==> src/rtl/life_engine.sv <==
// Double-buffered Game of Life engine: evaluates one cell per clock into the back bank and
// swaps banks only while swap_sync is high, so the displayed bank is never half-updated.
module life_engine #(
  parameter int LOG_W = 3,
  parameter int LOG_H = 3,
  parameter int WRAP  = 1,
  parameter int GEN_W = 16,
  localparam int AW   = LOG_W + LOG_H
) (
  input  logic             clk,
  input  logic             reset,
  input  logic             cmd_valid,
  input  logic [1:0]       cmd_op,
  output logic             cmd_ready,
  input  logic             wr_en,
  input  logic [AW-1:0]    wr_addr,
  input  logic             wr_data,
  input  logic             rnd_bit,
  input  logic             swap_sync,
  input  logic [AW-1:0]    rd_addr,
  output logic             rd_data,
  output logic             busy,
  output logic             done,
  output logic [GEN_W-1:0] generation,
  output logic [AW:0]      alive_count,
  output logic             stable
);

  localparam int N  = 1 << AW;
  localparam int W  = 1 << LOG_W;
  localparam int H  = 1 << LOG_H;
  localparam int CW = AW + 1;

  typedef enum logic [2:0] {
    S_IDLE,
    S_COMPUTE,
    S_WAIT_SYNC,
    S_SWAP,
    S_RAND
  } state_t;

  state_t           state_q;
  logic [N-1:0]     bank_q [2];
  logic             sel_q;
  logic [AW-1:0]    idx_q;
  logic [AW:0]      pop_q;
  logic             diff_q;
  logic             done_q;
  logic [GEN_W-1:0] gen_q;
  logic [AW:0]      alive_q;
  logic             stable_q;

  logic [N-1:0]     disp_s;
  logic [LOG_W-1:0] x_s;
  logic [LOG_H-1:0] y_s;
  logic [3:0]       nbr_cnt_s;
  logic             cur_s;
  logic             cell_d;

  assign disp_s = bank_q[sel_q];
  assign x_s    = idx_q[LOG_W-1:0];
  assign y_s    = idx_q[AW-1:LOG_W];
  assign cur_s  = disp_s[idx_q];

  // Neighbour count of the current cell; negative or overflowing coordinates wrap via truncation.
  always_comb begin
    int  xi;
    int  yi;
    logic inr;
    nbr_cnt_s = 4'd0;
    xi        = 0;
    yi        = 0;
    inr       = 1'b0;
    for (int dy = -1; dy <= 1; dy++) begin
      for (int dx = -1; dx <= 1; dx++) begin
        xi  = int'(x_s) + dx;
        yi  = int'(y_s) + dy;
        inr = (xi >= 0) && (xi < W) && (yi >= 0) && (yi < H);
        if (!((dx == 0) && (dy == 0)) && ((WRAP != 0) || inr)) begin
          nbr_cnt_s = nbr_cnt_s + 4'(disp_s[{yi[LOG_H-1:0], xi[LOG_W-1:0]}]);
        end else begin
          nbr_cnt_s = nbr_cnt_s;
        end
      end
    end
    cell_d = (nbr_cnt_s == 4'd3) | (cur_s & (nbr_cnt_s == 4'd2));
  end

  // Engine FSM, both banks and all status outputs.
  always_ff @(posedge clk or posedge reset) begin
    if (reset) begin
      state_q   <= S_IDLE;
      bank_q[0] <= '0;
      bank_q[1] <= '0;
      sel_q     <= 1'b0;
      idx_q     <= '0;
      pop_q     <= '0;
      diff_q    <= 1'b0;
      done_q    <= 1'b0;
      gen_q     <= '0;
      alive_q   <= '0;
      stable_q  <= 1'b0;
    end else begin
      done_q <= 1'b0;
      case (state_q)
        S_IDLE: begin
          if (wr_en) bank_q[sel_q][wr_addr] <= wr_data;
          if (cmd_valid) begin
            idx_q  <= '0;
            pop_q  <= '0;
            diff_q <= 1'b0;
            case (cmd_op)
              2'b00: state_q <= S_COMPUTE;
              2'b01: state_q <= S_RAND;
              2'b10: begin
                // Overrides a same-edge cell edit, which is the intended outcome of CLEAR.
                bank_q[sel_q] <= '0;
                gen_q         <= '0;
                alive_q       <= '0;
                stable_q      <= 1'b0;
                done_q        <= 1'b1;
              end
              default: done_q <= 1'b1;
            endcase
          end
        end
        S_COMPUTE: begin
          bank_q[~sel_q][idx_q] <= cell_d;
          pop_q                 <= pop_q + CW'(cell_d);
          diff_q                <= diff_q | (cell_d ^ cur_s);
          idx_q                 <= idx_q + AW'(1);
          if (&idx_q) state_q <= swap_sync ? S_SWAP : S_WAIT_SYNC;
        end
        S_WAIT_SYNC: begin
          if (swap_sync) state_q <= S_SWAP;
        end
        S_SWAP: begin
          sel_q    <= ~sel_q;
          gen_q    <= gen_q + GEN_W'(1);
          alive_q  <= pop_q;
          stable_q <= ~diff_q;
          done_q   <= 1'b1;
          state_q  <= S_IDLE;
        end
        S_RAND: begin
          bank_q[sel_q][idx_q] <= rnd_bit;
          idx_q                <= idx_q + AW'(1);
          if (&idx_q) begin
            gen_q    <= '0;
            alive_q  <= '0;
            stable_q <= 1'b0;
            done_q   <= 1'b1;
            state_q  <= S_IDLE;
          end
        end
        default: state_q <= S_IDLE;
      endcase
    end
  end

  assign cmd_ready   = (state_q == S_IDLE);
  assign busy        = ~cmd_ready;
  assign rd_data     = disp_s[rd_addr];
  assign done        = done_q;
  assign generation  = gen_q;
  assign alive_count = alive_q;
  assign stable      = stable_q;

endmodule
==> config.mk <==
export PLATFORM = sky130hd
export DESIGN_NAME = life_engine
export DESIGN_NICKNAME = d
export VERILOG_FILES = /design/src/rtl/life_engine.sv
export SDC_FILE = /design/constraint.sdc
export NUM_CORES = 1
export LEC_CHECK = 0
export CELL_PAD_IN_SITES_DETAIL_PLACEMENT = 1
export CELL_PAD_IN_SITES_GLOBAL_PLACEMENT = 1
export CORE_MARGIN = 5
export CORE_UTILIZATION = 44
export DETAILED_ROUTE_END_ITERATION = 8
export PLACE_DENSITY = 0.85
export SYNTH_ARGS = -nofsm -noshare
export SYNTH_HDL_FRONTEND = slang
export SYNTH_SLANG_ARGS = --single-unit
==> constraint.sdc <==
create_clock -name clk -period 6.8 [get_ports clk]
set_input_delay 1.36 -clock clk [delete_from_list [all_inputs] [get_ports clk]]
set_output_delay 1.36 -clock clk [all_outputs]
set_load 0.01 [all_outputs]
==> impl_metrics.tcl <==
set metrics [dict create \
    drv_cap 0 \
    grt_usage_pct 35.0 \
    root_buffer "clkbuf_16" \
    vias_per_cell 7.61 \
    ir_drop_mv 0.185 \
    synth_area_sq_um 18700 \
    ys_top_cells_by_count "a21oi_1, clkbuf_1, mux2i_1, dfrtp_1, nand2_1" \
    gp_congestion 1.01 \
    powerDensity_nw_per_um2 320 \
    totalWireLength_microns 84600 \
    status "complete, no violations" \
    hpwlAfterDp_microns 56800 \
    numPortBuffers 48 \
    rsz0062_at_grt "false" \
    fin_hold_ws_ns 0.494 \
    fmax_ghz 0.153 \
    worstReg2RegStart "sel_q" \
    start_util_pct 44.5 \
    ys.flop_type "dfrtp_1" \
    num_rows 75 \
    wl_per_cell_microns 31.1 \
    grt_max_degree 90 \
    drc 0 \
    fin_nets 2202 \
    tritoncts "built" \
    synth-seq-area-share_pct 22.9 \
    criticalPathCategory "reg -> reg" \
    maxSlewHeadroom_pct 15.9 \
    antenna_found_initial 0 \
    holdCritStartpoint "diff_q" \
    reg2regPathDepth 23 \
    synthDistinctLibCells 74 \
    synth_top_area_share_pct 22.9 \
    yosysMostFrequentCell "a21oi_1" \
    overflow 0 \
    cp.required_ns 7.19 \
    ys_ff_latch 171 \
    synth_area_leaders "dfrtp_1, mux2i_1, a21oi_1" \
    drt-initial-drc-count 2613 \
    synth_edf_count 0 \
    finalSetupTns_ns 0 \
    grt_pass1_wl_microns 129000 \
    hold_end "stable" \
    tightest_slew_ns 1.26 \
    numCtsBuffers 17 \
    fin_skew_ns 0.0198 \
    place_area_sq_um 19800 \
    end_kind "flop" \
    hold_viol 0 \
    syn_area_per_cell_sq_um 8.28 \
    crit_arrival_ns 6.93 \
    clkSinkCount 171 \
    synth_nets 2296 \
    via_count 20700 \
    dr.pass1.iters 6 \
    worst_hold_path.num_cells 1 \
    startpoint_type "flop" \
    drive_gt1_share_pct 19.4 \
    hold_path_class "reg -> reg" \
    die_h_microns 216 \
    setup_viol 0 \
    finalCriticalPeriod_ns 6.54 \
    cts.clk_slew.worst_paths_ns 0.09 \
    ant_nets 0 \
    clock_latency_ns 0.52 \
    rr_endpoint "pop_q[6]" \
    num_antenna_cells 0 \
    cts_buffer_depth 2 \
    die-area_sq_um 46800 \
    power_w 0.00653 \
    io_pins 49 \
    synth.largest_area_cell "dfrtp_1" \
    htree_num_levels 4 \
    final_cell_area_sq_um 20400 \
    p_leak_nw 7.86 \
    critPathMaxFanout 9 \
    synthArstFlopShare_pct 100 \
    die_x_microns 216 \
    finalCritPeriodShare_pct 96.1 \
    netlist_instances 2261 \
    final_max_slew_viol_count 0 \
    core_region_area_sq_um 42000 \
    synth.yosys.warnings 0 \
    ff2ff_setup_slack_ns 0.26 \
    grt_pass1_vias 21500 \
    areaGrowthSynthToFinish_pct 9.05 \
]
[per-layer routing]
metal  wire [microns]  GRT usage [%]  share of wire [%]  up-vias
met1            31800           43.1                 38    10400
li1                 -              -                  -     8528
met2            38700           55.9                 46     1360
met5                0              0                  0        -
met3             8500           8.69                 10      426
met4             5550           20.6                6.6        0
[state kept, by name (all words and copies together), names as in the netlist]
register and cells:
alive_count 7, bank_q 128, diff_q 1, done 1, generation 16, idx_q 6, pop_q 7, sel_q 1
stable 1, state_q 3
[final cells by class]
type                            count  area, sq um
Inverter                           18         75.1
Timing Repair Buffer              165         1430
Fill cell                        4977        21600
Multi-Input combinational cell   1794        13400
Clock buffer                       19          453
Clock inverter                     13          124
Sequential cell                   171         4290
Tap cell                          539          674
[critical path, stage by stage, from the launching register on]
cell and delay [ns]:
dfrtp_4 0.53, buf_4 0.22, buf_4 0.22, mux2i_1 0.35, o22ai_1 0.17, nor4_1 0.48, mux2i_1 0.23, mux4_2 0.51
fa_1 0.51, inv_1 0.05, fa_1 0.45, fa_1 0.49, inv_1 0.04, ha_1 0.21, fa_1 0.43, o21ai_0 0.17
and2_1 0.24, o41ai_4 0.12, inv_1 0.08, ha_1 0.18, ha_1 0.23, nand4_1 0.16, o211ai_1 0.23, o31ai_1 0.10
[stage by stage]
step	cells	worst slack, ns	util (%)
floorplan	2261	0.377	-
global placement	2681	0.309	47.1
detailed placement	2681	0.234	47.1
CTS	2713	0.217	48.4
global route	2719	0.00496	48.6
finish	2719	0.262	48.6
[kinds of logic after synthesis]
logic type / synth area share, %
adder cells (fa/ha/maj): 1.10
buffers and inverters: 6.86
AND/OR/NAND/NOR: 15.6
AO/OA/AOI/OAI: 32.6
XOR/XNOR: 0.882
flip-flops: 22.9
multiplexers: 20.1
[cell usage in the layout, fill, tap and decap left out, types with 6 or more instances in the layout]
| cell type | count |
|---|---|
| buf_12 | 7 |
| a31o_2 | 88 |
| a2bb2oi_1 | 87 |
| or3b_2 | 8 |
| nor2_1 | 151 |
| nand3_1 | 17 |
| a32oi_1 | 63 |
| o21a_1 | 71 |
| clkbuf_16 | 17 |
| buf_4 | 111 |
| xor2_1 | 13 |
| nor3_1 | 40 |
| nor3b_2 | 9 |
| a211oi_1 | 7 |
| nand3b_1 | 10 |
| a211o_1 | 9 |
| nand2_1 | 167 |
| mux2i_1 | 170 |
| nand4_1 | 72 |
| a21oi_1 | 285 |
| nand2b_1 | 6 |
| o21bai_1 | 55 |
| and3b_1 | 12 |
| o22ai_1 | 44 |
| mux4_2 | 59 |
| and4_1 | 9 |
| nor2b_1 | 15 |
| mux2_2 | 62 |
| inv_1 | 13 |
| nor4_1 | 11 |
| clkdlybuf4s50_1 | 45 |
| o22a_1 | 39 |
| o21ai_0 | 110 |
| a31oi_1 | 6 |
| dfrtp_1 | 166 |
| ha_1 | 10 |
[repair_timing]
item                                    CTS  global route
hold buffers                              0             0
buffers inserted                          0             6
endpoints found under the setup margin    0            26
resized for setup                         0             4
[where the power goes]
group          switching (W)  internal, W  total, W
clock network       0.000550     0.000503   0.00105
registers           0.000388      0.00123   0.00162
logic                0.00220      0.00166   0.00386
total                0.00314      0.00339   0.00653
[how the worst max path moves through the flow]
stage / slack (ns) / cells after the start / start / end
2_1_floorplan: 0.38 / 27 / idx_q[0] / pop_q[6]
3_3_place_gp: 0.31 / 24 / sel_q / pop_q[6]
3_5_place_dp: 0.23 / 24 / sel_q / pop_q[6]
4_1_cts: 0.22 / 24 / sel_q / pop_q[6]
5_1_grt: 0.005 / 23 / sel_q / pop_q[6]
6_report: 0.26 / 23 / sel_q / pop_q[6]
Power figures use the tool's default switching activity.
